## src/rtl/mat_mul_pkg.sv

```systemverilog
// Shared definitions for the mat_mul control block: register map, bit positions,
// response codes and the one-hot status FSM encoding.
package mat_mul_pkg;

  localparam logic [1:0] REG_CTRL    = 2'd0;
  localparam logic [1:0] REG_STATUS  = 2'd1;
  localparam logic [1:0] REG_IN_CNT  = 2'd2;
  localparam logic [1:0] REG_OUT_CNT = 2'd3;

  localparam int CTRL_SEL_BIT   = 0;
  localparam int CTRL_START_BIT = 1;

  localparam int STAT_BUSY_BIT = 0;
  localparam int STAT_DONE_BIT = 1;
  localparam int STAT_DROP_BIT = 2;

  localparam logic [1:0] RESP_OKAY = 2'b00;

  typedef enum logic [2:0] {
    S_IDLE = 3'b001,
    S_RUN  = 3'b010,
    S_DONE = 3'b100
  } state_t;

  // Word index of a byte address in the 16-byte register window.
  function automatic logic [1:0] reg_index(input logic [3:0] addr);
    return addr[3:2];
  endfunction

endpackage

```

## src/rtl/beat_counter.sv

```systemverilog
// Free-running stream beat counter with synchronous clear; a beat arriving in
// the clearing cycle is still counted, so the count restarts at one.
module beat_counter #(
  parameter int WIDTH = 32
) (
  input  logic             clk,
  input  logic             rst_n,
  input  logic             inc,
  input  logic             clear,
  output logic [WIDTH-1:0] count
);

  logic [WIDTH-1:0] count_reg;

  always_ff @(posedge clk or negedge rst_n) begin
    if (!rst_n) begin
      count_reg <= '0;
    end else if (clear) begin
      count_reg <= {{(WIDTH-1){1'b0}}, inc};
    end else if (inc) begin
      count_reg <= count_reg + 1'b1;
    end
  end

  assign count = count_reg;

endmodule

```

## src/rtl/mat_mul_axil_ctrl.sv

```systemverilog
// AXI-Lite register block driving mat_mul sel/start and reporting run status
// and stream beat counts gathered by snooping the mat_mul AXI-Stream ports.
module mat_mul_axil_ctrl
  import mat_mul_pkg::*;
#(
  parameter int C_S_AXI_DATA_WIDTH = 32,
  parameter int C_S_AXI_ADDR_WIDTH = 4,
  parameter int DIM_LOG            = 1
) (
  input  logic                            s00_axi_aclk,
  input  logic                            s00_axi_aresetn,
  input  logic [C_S_AXI_ADDR_WIDTH-1:0]   s00_axi_awaddr,
  input  logic [2:0]                      s00_axi_awprot,
  input  logic                            s00_axi_awvalid,
  output logic                            s00_axi_awready,
  input  logic [C_S_AXI_DATA_WIDTH-1:0]   s00_axi_wdata,
  input  logic [C_S_AXI_DATA_WIDTH/8-1:0] s00_axi_wstrb,
  input  logic                            s00_axi_wvalid,
  output logic                            s00_axi_wready,
  output logic [1:0]                      s00_axi_bresp,
  output logic                            s00_axi_bvalid,
  input  logic                            s00_axi_bready,
  input  logic [C_S_AXI_ADDR_WIDTH-1:0]   s00_axi_araddr,
  input  logic [2:0]                      s00_axi_arprot,
  input  logic                            s00_axi_arvalid,
  output logic                            s00_axi_arready,
  output logic [C_S_AXI_DATA_WIDTH-1:0]   s00_axi_rdata,
  output logic [1:0]                      s00_axi_rresp,
  output logic                            s00_axi_rvalid,
  input  logic                            s00_axi_rready,
  output logic                            sel,
  output logic                            start,
  input  logic                            in_tvalid,
  input  logic                            in_tready,
  input  logic                            in_tlast,
  input  logic                            res_tvalid,
  input  logic                            res_tready,
  input  logic                            res_tlast
);

  logic                          live_reg;
  logic                          aw_full_reg;
  logic [1:0]                    aw_idx_reg;
  logic                          w_full_reg;
  logic [2:0]                    w_bits_reg;
  logic                          w_strb0_reg;
  logic                          bvalid_reg;
  logic                          rvalid_reg;
  logic [C_S_AXI_DATA_WIDTH-1:0] rdata_reg;
  logic                          sel_reg;
  logic                          start_reg;
  logic                          drop_reg;
  state_t                        state_reg;
  state_t                        state_next;

  logic                          aw_hs, w_hs, ar_hs, commit;
  logic                          wr_ctrl, wr_status;
  logic                          start_req, start_fire, start_drop;
  logic                          done_clear, drop_clear;
  logic                          in_beat, res_beat, res_last;
  logic                          busy, done;
  logic [31:0]                   in_count, out_count;
  logic [C_S_AXI_DATA_WIDTH-1:0] rd_word;

  // Ready outputs stay low until the first clock after reset release.
  assign s00_axi_awready = live_reg & ~aw_full_reg & ~bvalid_reg;
  assign s00_axi_wready  = live_reg & ~w_full_reg & ~bvalid_reg;
  assign s00_axi_arready = live_reg & ~rvalid_reg;

  assign aw_hs  = s00_axi_awvalid & s00_axi_awready;
  assign w_hs   = s00_axi_wvalid & s00_axi_wready;
  assign ar_hs  = s00_axi_arvalid & s00_axi_arready;
  assign commit = aw_full_reg & w_full_reg;

  assign wr_ctrl    = commit & w_strb0_reg & (aw_idx_reg == REG_CTRL);
  assign wr_status  = commit & w_strb0_reg & (aw_idx_reg == REG_STATUS);
  assign start_req  = wr_ctrl & w_bits_reg[CTRL_START_BIT];
  assign start_fire = start_req & (state_reg != S_RUN);
  assign start_drop = start_req & (state_reg == S_RUN);
  assign done_clear = wr_status & w_bits_reg[STAT_DONE_BIT];
  assign drop_clear = wr_status & w_bits_reg[STAT_DROP_BIT];

  assign in_beat  = in_tvalid & in_tready;
  assign res_beat = res_tvalid & res_tready;
  assign res_last = res_beat & res_tlast;

  assign busy = (state_reg == S_RUN);
  assign done = (state_reg == S_DONE);

  always_ff @(posedge s00_axi_aclk or negedge s00_axi_aresetn) begin
    if (!s00_axi_aresetn) begin
      live_reg    <= 1'b0;
      aw_full_reg <= 1'b0;
      aw_idx_reg  <= '0;
      w_full_reg  <= 1'b0;
      w_bits_reg  <= '0;
      w_strb0_reg <= 1'b0;
      bvalid_reg  <= 1'b0;
      rvalid_reg  <= 1'b0;
      rdata_reg   <= '0;
      sel_reg     <= 1'b0;
      start_reg   <= 1'b0;
      drop_reg    <= 1'b0;
    end else begin
      live_reg <= 1'b1;

      if (aw_hs) begin
        aw_full_reg <= 1'b1;
        aw_idx_reg  <= reg_index(s00_axi_awaddr);
      end else if (commit) begin
        aw_full_reg <= 1'b0;
      end

      if (w_hs) begin
        w_full_reg  <= 1'b1;
        w_bits_reg  <= s00_axi_wdata[2:0];
        w_strb0_reg <= s00_axi_wstrb[0];
      end else if (commit) begin
        w_full_reg <= 1'b0;
      end

      if (commit) begin
        bvalid_reg <= 1'b1;
      end else if (bvalid_reg && s00_axi_bready) begin
        bvalid_reg <= 1'b0;
      end

      if (wr_ctrl) begin
        sel_reg <= w_bits_reg[CTRL_SEL_BIT];
      end
      start_reg <= start_fire;

      if (start_drop) begin
        drop_reg <= 1'b1;
      end else if (drop_clear) begin
        drop_reg <= 1'b0;
      end

      // rdata is captured once per read and held until the R handshake.
      if (ar_hs) begin
        rvalid_reg <= 1'b1;
        rdata_reg  <= rd_word;
      end else if (rvalid_reg && s00_axi_rready) begin
        rvalid_reg <= 1'b0;
      end
    end
  end

  always_comb begin
    rd_word = '0;
    case (reg_index(s00_axi_araddr))
      REG_CTRL: begin
        rd_word[CTRL_SEL_BIT] = sel_reg;
      end
      REG_STATUS: begin
        rd_word[STAT_BUSY_BIT] = busy;
        rd_word[STAT_DONE_BIT] = done;
        rd_word[STAT_DROP_BIT] = drop_reg;
      end
      REG_IN_CNT:  rd_word = in_count;
      REG_OUT_CNT: rd_word = out_count;
    endcase
  end

  always_ff @(posedge s00_axi_aclk or negedge s00_axi_aresetn) begin
    if (!s00_axi_aresetn) begin
      state_reg <= S_IDLE;
    end else begin
      state_reg <= state_next;
    end
  end

  // A final result beat landing with the done clear keeps the block in S_DONE.
  always_comb begin
    state_next = state_reg;
    case (state_reg)
      S_IDLE: if (start_fire) state_next = S_RUN;
      S_RUN:  if (res_last) state_next = S_DONE;
      S_DONE: begin
        if (start_fire) begin
          state_next = S_RUN;
        end else if (done_clear && !res_last) begin
          state_next = S_IDLE;
        end
      end
      default: state_next = S_IDLE;
    endcase
  end

  beat_counter #(.WIDTH(32)) u_in_cnt (
    .clk   (s00_axi_aclk),
    .rst_n (s00_axi_aresetn),
    .inc   (in_beat),
    .clear (done_clear),
    .count (in_count)
  );

  beat_counter #(.WIDTH(32)) u_out_cnt (
    .clk   (s00_axi_aclk),
    .rst_n (s00_axi_aresetn),
    .inc   (res_beat),
    .clear (done_clear),
    .count (out_count)
  );

  assign s00_axi_bvalid = bvalid_reg;
  assign s00_axi_bresp  = RESP_OKAY;
  assign s00_axi_rvalid = rvalid_reg;
  assign s00_axi_rdata  = rdata_reg;
  assign s00_axi_rresp  = RESP_OKAY;
  assign sel            = sel_reg;
  assign start          = start_reg;

  logic unused_ok;
  assign unused_ok = ^{s00_axi_awprot, s00_axi_arprot, in_tlast,
                       s00_axi_wdata[C_S_AXI_DATA_WIDTH-1:3],
                       s00_axi_wstrb[C_S_AXI_DATA_WIDTH/8-1:1], DIM_LOG[0]};

endmodule
```

## config.mk

```make
export PLATFORM = sky130hd
export DESIGN_NAME = mat_mul_axil_ctrl
export DESIGN_NICKNAME = d
export VERILOG_FILES = /design/src/rtl/mat_mul_pkg.sv /design/src/rtl/beat_counter.sv /design/src/rtl/mat_mul_axil_ctrl.sv
export SDC_FILE = /design/constraint.sdc
export NUM_CORES = 1
export LEC_CHECK = 0
export ABC_AREA = 1
export ABC_CLOCK_PERIOD_IN_PS = 2000
export BUFFER_PORTS_ARGS = -buffer_cell sky130_fd_sc_hd__buf_4
export CELL_PAD_IN_SITES_DETAIL_PLACEMENT = 0
export CELL_PAD_IN_SITES_GLOBAL_PLACEMENT = 1
export CORE_MARGIN = 8
export CORE_UTILIZATION = 41
export DETAILED_ROUTE_END_ITERATION = 10
export PLACE_DENSITY_LB_ADDON = 0.1
export SETUP_SLACK_MARGIN = 0.05
export SYNTH_ARGS = -nofsm -noshare
export SYNTH_HDL_FRONTEND = slang
export SYNTH_SLANG_ARGS = --single-unit
export TNS_END_PERCENT = 20
```

## constraint.sdc

```tcl
create_clock -name s00_axi_aclk -period 2 [get_ports s00_axi_aclk]
set_clock_uncertainty 0.15 [all_clocks]
set_input_delay 0.1 -clock s00_axi_aclk [delete_from_list [all_inputs] [get_ports s00_axi_aclk]]
set_output_delay 0.1 -clock s00_axi_aclk [all_outputs]
set_load 0.05 [all_outputs]
```

* After elaboration in Yosys (flattened, before gate mapping)
Cells that the tools add are included.
Cells by class: muxes and demuxes 21, reduce and logical (&&, ||, !) cells 14, equality and inequality tests 11, bitwise gates (word level) 24, add/sub/neg operators 2
Operators by type and width (count):
- two-way mux 32 bit | 4
- adder 32 x 1 -> 32 bit (second input constant) | 2
- case mux 29 bit (2 select lines) | 1
- bitwise AND 1 bit | 20
- nonzero test 2 bit | 7
- two-way mux 3 bit | 4
- two-way mux 1 bit | 9
- case mux 3 bit (3 select lines) | 1
- != test 3 x 2 -> 1 bit (second input constant) | 2
- case mux 2 bit (3 select lines) | 1
- == test 2 x 1 -> 1 bit (second input constant) | 2
- == test 2 bit (second input constant) | 2
- logical NOT 2 bit | 2
- != test 2 bit (second input constant) | 2
- NOT 1 bit | 4
- case mux 1 bit (4 select lines) | 1
- == test 3 x 1 -> 1 bit (second input constant) | 1
- == test 3 x 2 -> 1 bit (second input constant) | 1
- == test 3 bit (second input constant) | 1
- logical AND 1 bit | 3
- AND reduction 3 bit | 1
- logical NOT 1 bit | 1
Storage, ports and cells: register bits after elaboration 113, word-level logic and storage cells 87, output and inout bits 43

* Depth between registers and ports, before layout
depth after elaboration 8, mapped depth 10, depth with buffers taken out 10

* By module
From an unflattened synthesis, not the netlist that was laid out.
Second synthesis, totals: cells, all modules 783, area, all modules 6264.8 µm²
Modules (own cells, without submodules):
- beat_counter | times used 2, sequential area each 800.8 µm², cells each 260, area each 1840.5 µm²
- mat_mul_axil_ctrl | times used 1, sequential area each 1227.4 µm², cells each 263, area each 2583.7 µm²

* Worst setup path after synthesis
OpenSTA, ideal clock, no wires.
kind reg2reg, start point reg bvalid_reg, in the netlist s00_axi_bvalid, end point reg w_bits_reg[1], data required time 1725 ps, setup time 125 ps, arrival time 2520 ps, setup slack -795 ps, cell stages (with the launch flop) 4, path through dfrtp_1 nor3_1 nand2_1 mux2_2
Between the ends: cells in the longest elaborated chain, start to end 3
RTL lines:
- from (decl) | line mat_mul_axil_ctrl.sv:47 | logic bvalid_reg;
- from (signal assigned) | line mat_mul_axil_ctrl.sv:98 | bvalid_reg <= 1'b0;
- from (signal assigned) | line mat_mul_axil_ctrl.sv:123 | bvalid_reg <= 1'b1;
- from (signal assigned) | line mat_mul_axil_ctrl.sv:125 | bvalid_reg <= 1'b0;
- NOT 1 bit | line mat_mul_axil_ctrl.sv:67 | assign s00_axi_wready = live_reg & ~w_full_reg & ~bvalid_reg;
- bitwise AND 1 bit | line mat_mul_axil_ctrl.sv:67
- via s00_axi_wready | line mat_mul_axil_ctrl.sv:19 | output logic s00_axi_wready,
- bitwise AND 1 bit | line mat_mul_axil_ctrl.sv:71 | assign w_hs = s00_axi_wvalid & s00_axi_wready;
- to (signal assigned) | line mat_mul_axil_ctrl.sv:116 | w_bits_reg <= s00_axi_wdata[2:0];
- to (decl) | line mat_mul_axil_ctrl.sv:45 | logic [2:0] w_bits_reg;
The timed path passes the listed nets, and every way through them passes these cells. A chain may end at the register's enable or synchronous reset.

* Final worst setup path
start point reg u_in_cnt.count_reg[0], in the netlist u_in_cnt.count[0], end point reg u_in_cnt.count_reg[4], in the netlist u_in_cnt.count[4]
Between the ends: cells in the longest elaborated chain, start to end 3
RTL lines:
- from (decl) | line beat_counter.sv:13 | logic [WIDTH-1:0] count_reg;
- from (signal assigned) | line beat_counter.sv:19 | count_reg <= {{(WIDTH-1){1'b0}}, inc};
- from (signal assigned) | line beat_counter.sv:21 | count_reg <= count_reg + 1'b1;
- adder 32 x 1 -> 32 bit | line beat_counter.sv:21
- two-way mux 32 bit | line beat_counter.sv:20 | end else if (inc) begin
- two-way mux 32 bit | line beat_counter.sv:18 | end else if (clear) begin
Every way passes these cells. The select of a mux whose other input is x is not followed.

==> Implementation_results.wiki <==
{| class="wikitable"
! Metric !! Value
|-
| Met1 GRT Util || between 20% and 30%
|-
| Clock tree from TritonCTS || done
|-
| Clock root buffer || sky130_fd_sc_hd__clkbuf_16
|-
| Worst-case vdd ir drop || 0.883 mV
|-
| Worst hold-check path type || input port to flop
|-
| Setup TNS || 0 ns
|-
| Area growth from synthesis to layout || 25.0%
|-
| Distinct cells, synth || 35
|-
| Netlist Area Pre-Place || 6140 um2
|-
| Worst-case register-to-register setup slack || 0.14 ns
|-
| Global-route wire length before repair || 28,900 um
|-
| Crit path setup slack, layout || 0.144 ns
|-
| Min Tclk post-route || between 1.5 and 2 ns
|-
| Share of synthesized registers carrying an async set or reset || 100%
|-
| Seq/Total Area, Yosys || 46.1%
|-
| Average footprint of a synthesized cell || 7.26 um2
|-
| Number of H-tree branching levels || 4
|-
| Portion of the clock cycle consumed by the worst path in the final layout || between 90% and 100%
|-
| Placeable Area || 14,600 um2
|-
| Initial DRC count || slightly above 400
|-
| Fill cell count || 1,446
|-
| Clock latency reported for the late side of the worst-skew pair || 0.42 ns
|-
| Final instance area || 7670 um2
|-
| Number of ports placed on the die boundary || 106
|-
| Post-Place Cell Area || between 6000 and 7000 um2
|-
| Non-Filler Instances || between 1,000 and 1,500
|-
| Worst slack at placement || 0.158 ns
|-
| Die height || between 100 and 150 um
|-
| Endpoint arrival time on the critical path || about 2.0 ns
|-
| Post-detailed-route wirelength per cell || 15.4 um
|-
| Post-layout power || 0.00770 W
|-
| Nets@finish || 999
|-
| Required time at the endpoint of the critical path || 2.18 ns
|-
| Pre-Repair DR Iteration Count || 5
|-
| Final Slew Violations || 0
|-
| Total via count after detailed routing || 5,705
|-
| Post-route DRC || 0
|-
| Synthesized flop and latch total || 113
|-
| Type of origin of the critical path || flop
|-
| Final number of hold-violating endpoints || 0
|-
| Starting utilization of the core area || 42.1%
|-
| Maximum number of pins on one net before global-route repair || 45
|-
| Dpl hpwl || 13,000 um
|-
| CP max FO || 5
|-
| Yosys warning total || 0
|-
| Vias per std cell || 5.04
|-
| Highest cell delay on the worst timing path || ~0.58 ns
|-
| Number of buffers created by CTS || 17
|-
| Met2 usage in global routing || 30.0%
|-
| GRT Residual Overflow || 0
|-
| Outcome || finished, final reports clean
|-
| Count of flip-flops with a built-in enable after synthesis || 0
|-
| Port buffer count || 58
|-
| Leakage power || 3.93 nW
|-
| Clock-pin slew on the worst setup and hold paths || roughly 0.060 ns
|-
| CP Class || flop to flop
|-
| Number of placed instances with taps included || 1,077
|-
| Largest delay contributor family on the critical path || buffers and inverters
|-
| Placement Rows || 44
|-
| CP bufs+invs || 1
|-
| Max Buffers Root-to-Sink || 2
|-
| Overall track demand over capacity in global routing || 18.5%
|-
| Floorplan die area || 19,200 um2
|-
| Antenna diode count || 0
|-
| Number of instances in the synthesized netlist || 846
|-
| Number of buffers inserted to repair setup after CTS || 0
|-
| Antenna Nets Post-Route || 0
|-
| Routability-driven placement congestion ratio || about 0.87
|-
| Met3 Track Usage GR || 4.49%
|-
| Power density of the placed cells || 1000 nW/um2
|-
| Horizontal die dimension || about 140 um
|-
| Routing layer with the top usage in global route || met2
|-
| Crit end category || flop
|-
| Slowest-stage cell, CP || sky130_fd_sc_hd__dlygate4sd3_1
|-
| Initial antenna violation count || 0
|-
| Vias in the first global route || 5,694
|-
| Routed wire length || 17,400 um
|-
| Number of sinks handled by clock tree synthesis || 113
|-
| Achievable clock frequency || 539 MHz
|-
| Share of post-route cells with drive strength above 1 || 15.4%
|-
| Number of max-capacitance violations reported || 0
|-
| Setup Viol. Count Final || 0
|-
| Ordered cell list for the critical path || ha_1 -> nand3_1 -> dlygate4sd3_1 -> nor2_1 -> a211oi_1
|-
| Top FF cell, synth || sky130_fd_sc_hd__dfrtp_1
|-
| RSZ-0062 raised after global routing || true
|}
-- final timing paths --
path | startpoint | endpoint | depth (start not counted)
max in group asynchronous | s00_axi_aresetn | state_reg[0] | 3
max | u_in_cnt.count[0] | u_in_cnt.count[4] | 5
max reg2reg | u_in_cnt.count[0] | u_in_cnt.count[4] | 5
min reg2reg | s00_axi_rdata[30] | s00_axi_rdata[30] | 2
min | res_tready | u_out_cnt.count[2] | 5
min in group asynchronous | s00_axi_aresetn | u_out_cnt.count[2] | 2
-- cells in the mapped netlist (4+ instances only) --
master / instances / area share (%)
sky130_fd_sc_hd__nand3_1: 52 / 4.2
sky130_fd_sc_hd__nand2_2: 4 / 0.41
sky130_fd_sc_hd__nand3_2: 5 / 0.81
sky130_fd_sc_hd__clkbuf_1: 9 / 0.55
sky130_fd_sc_hd__buf_4: 6 / 0.73
sky130_fd_sc_hd__inv_1: 117 / 7.2
sky130_fd_sc_hd__a21oi_1: 42 / 3.4
sky130_fd_sc_hd__buf_2: 9 / 0.73
sky130_fd_sc_hd__nor2_2: 11 / 1.1
sky130_fd_sc_hd__nor2_4: 7 / 1.3
sky130_fd_sc_hd__o21ai_1: 4 / 0.33
sky130_fd_sc_hd__o22ai_1: 22 / 2.2
sky130_fd_sc_hd__nor3_1: 18 / 1.5
sky130_fd_sc_hd__nand2_1: 246 / 15
sky130_fd_sc_hd__nand4_1: 10 / 1.0
sky130_fd_sc_hd__o21ai_0: 40 / 3.3
sky130_fd_sc_hd__nor2_1: 102 / 6.2
sky130_fd_sc_hd__dfrtp_1: 112 / 46
-- metal layers --
metal	part of all wire, %	vias up
li1	-	2855
met1	48	2724
met2	47	113
met3	4.0	13
met4	0.86	0
met5	0	-
-- report_power, final --
group | switching, W | internal (W) | total (W)
Clock | 0.00107 | 0.00213 | 0.00320
Sequential | 0.000282 | 0.00260 | 0.00289
Combinational | 0.00107 | 0.000549 | 0.00162
Total | 0.00242 | 0.00528 | 0.00770
-- layout by cell type, fill, tap and decap left out, types with 13 or more instances in the layout --
cell type,count
sky130_fd_sc_hd__o22ai_1,22
sky130_fd_sc_hd__buf_4,66
sky130_fd_sc_hd__nand3_1,52
sky130_fd_sc_hd__nor2_2,13
sky130_fd_sc_hd__dlygate4sd3_1,22
sky130_fd_sc_hd__o21ai_0,40
sky130_fd_sc_hd__dfrtp_1,111
sky130_fd_sc_hd__nor2_1,100
sky130_fd_sc_hd__nor3_1,16
sky130_fd_sc_hd__a21oi_1,42
sky130_fd_sc_hd__clkbuf_16,17
sky130_fd_sc_hd__nand2_1,245
sky130_fd_sc_hd__inv_1,117
-- kinds of logic (layout without fill, tap and decap cells) --
logic type / after synthesis / in the layout / synth area share [%]
and+or+nand+nor: 463 / 463 / 32.8
buffers and inverters: 145 / 243 / 9.53
muxes: 1 / 1 / 0.183
xor gates and xnor gates: 2 / 2 / 0.285
DFF: 113 / 113 / 46.1
adders and majority gates: 2 / 2 / 0.407
other: 2 / 5 / 0.122
AOI/OAI and AO/OA: 118 / 118 / 10.6
-- per-stage QoR --
| step | util [%] | hold WS, ns |
|---|---|---|
| 6_report | 52.6 | 0.0157 |
| 4_1_cts | 52.6 | 0.00853 |
| 3_3_place_gp | 46.8 | -0.0586 |
| 5_1_grt | 52.6 | 0.0385 |
| 2_1_floorplan | - | -0.346 |
| 3_5_place_dp | 46.8 | -0.0618 |
-- tightest hold or removal path: stages --
cell and delay [ns]:
sky130_fd_sc_hd__buf_4 0.11, sky130_fd_sc_hd__nand2_2 0.14, sky130_fd_sc_hd__o21ai_0 0.09, sky130_fd_sc_hd__nand3_1 0.08, sky130_fd_sc_hd__inv_1 0.03
-- area by class of cell --
cell class / count / area (um2) / area share (%)
Sequential cell: 113 / 2830 / 36.9
Tap cell: 184 / 230 / 3.00
Inverter: 120 / 450 / 5.87
Multi-Input combinational cell: 591 / 2770 / 36.1
Clock buffer: 20 / 457 / 5.95
Timing Repair Buffer: 91 / 776 / 10.1
Clock inverter: 12 / 163 / 2.12
-- timing repair --
item,4_1_cts,5_1_grt
gates resized for setup,0,3
hold buffers,22,0
endpoints found under the setup margin,0,7
hold endpoints to repair,130,0
Note: power is estimated with default switching activity, not from simulation.
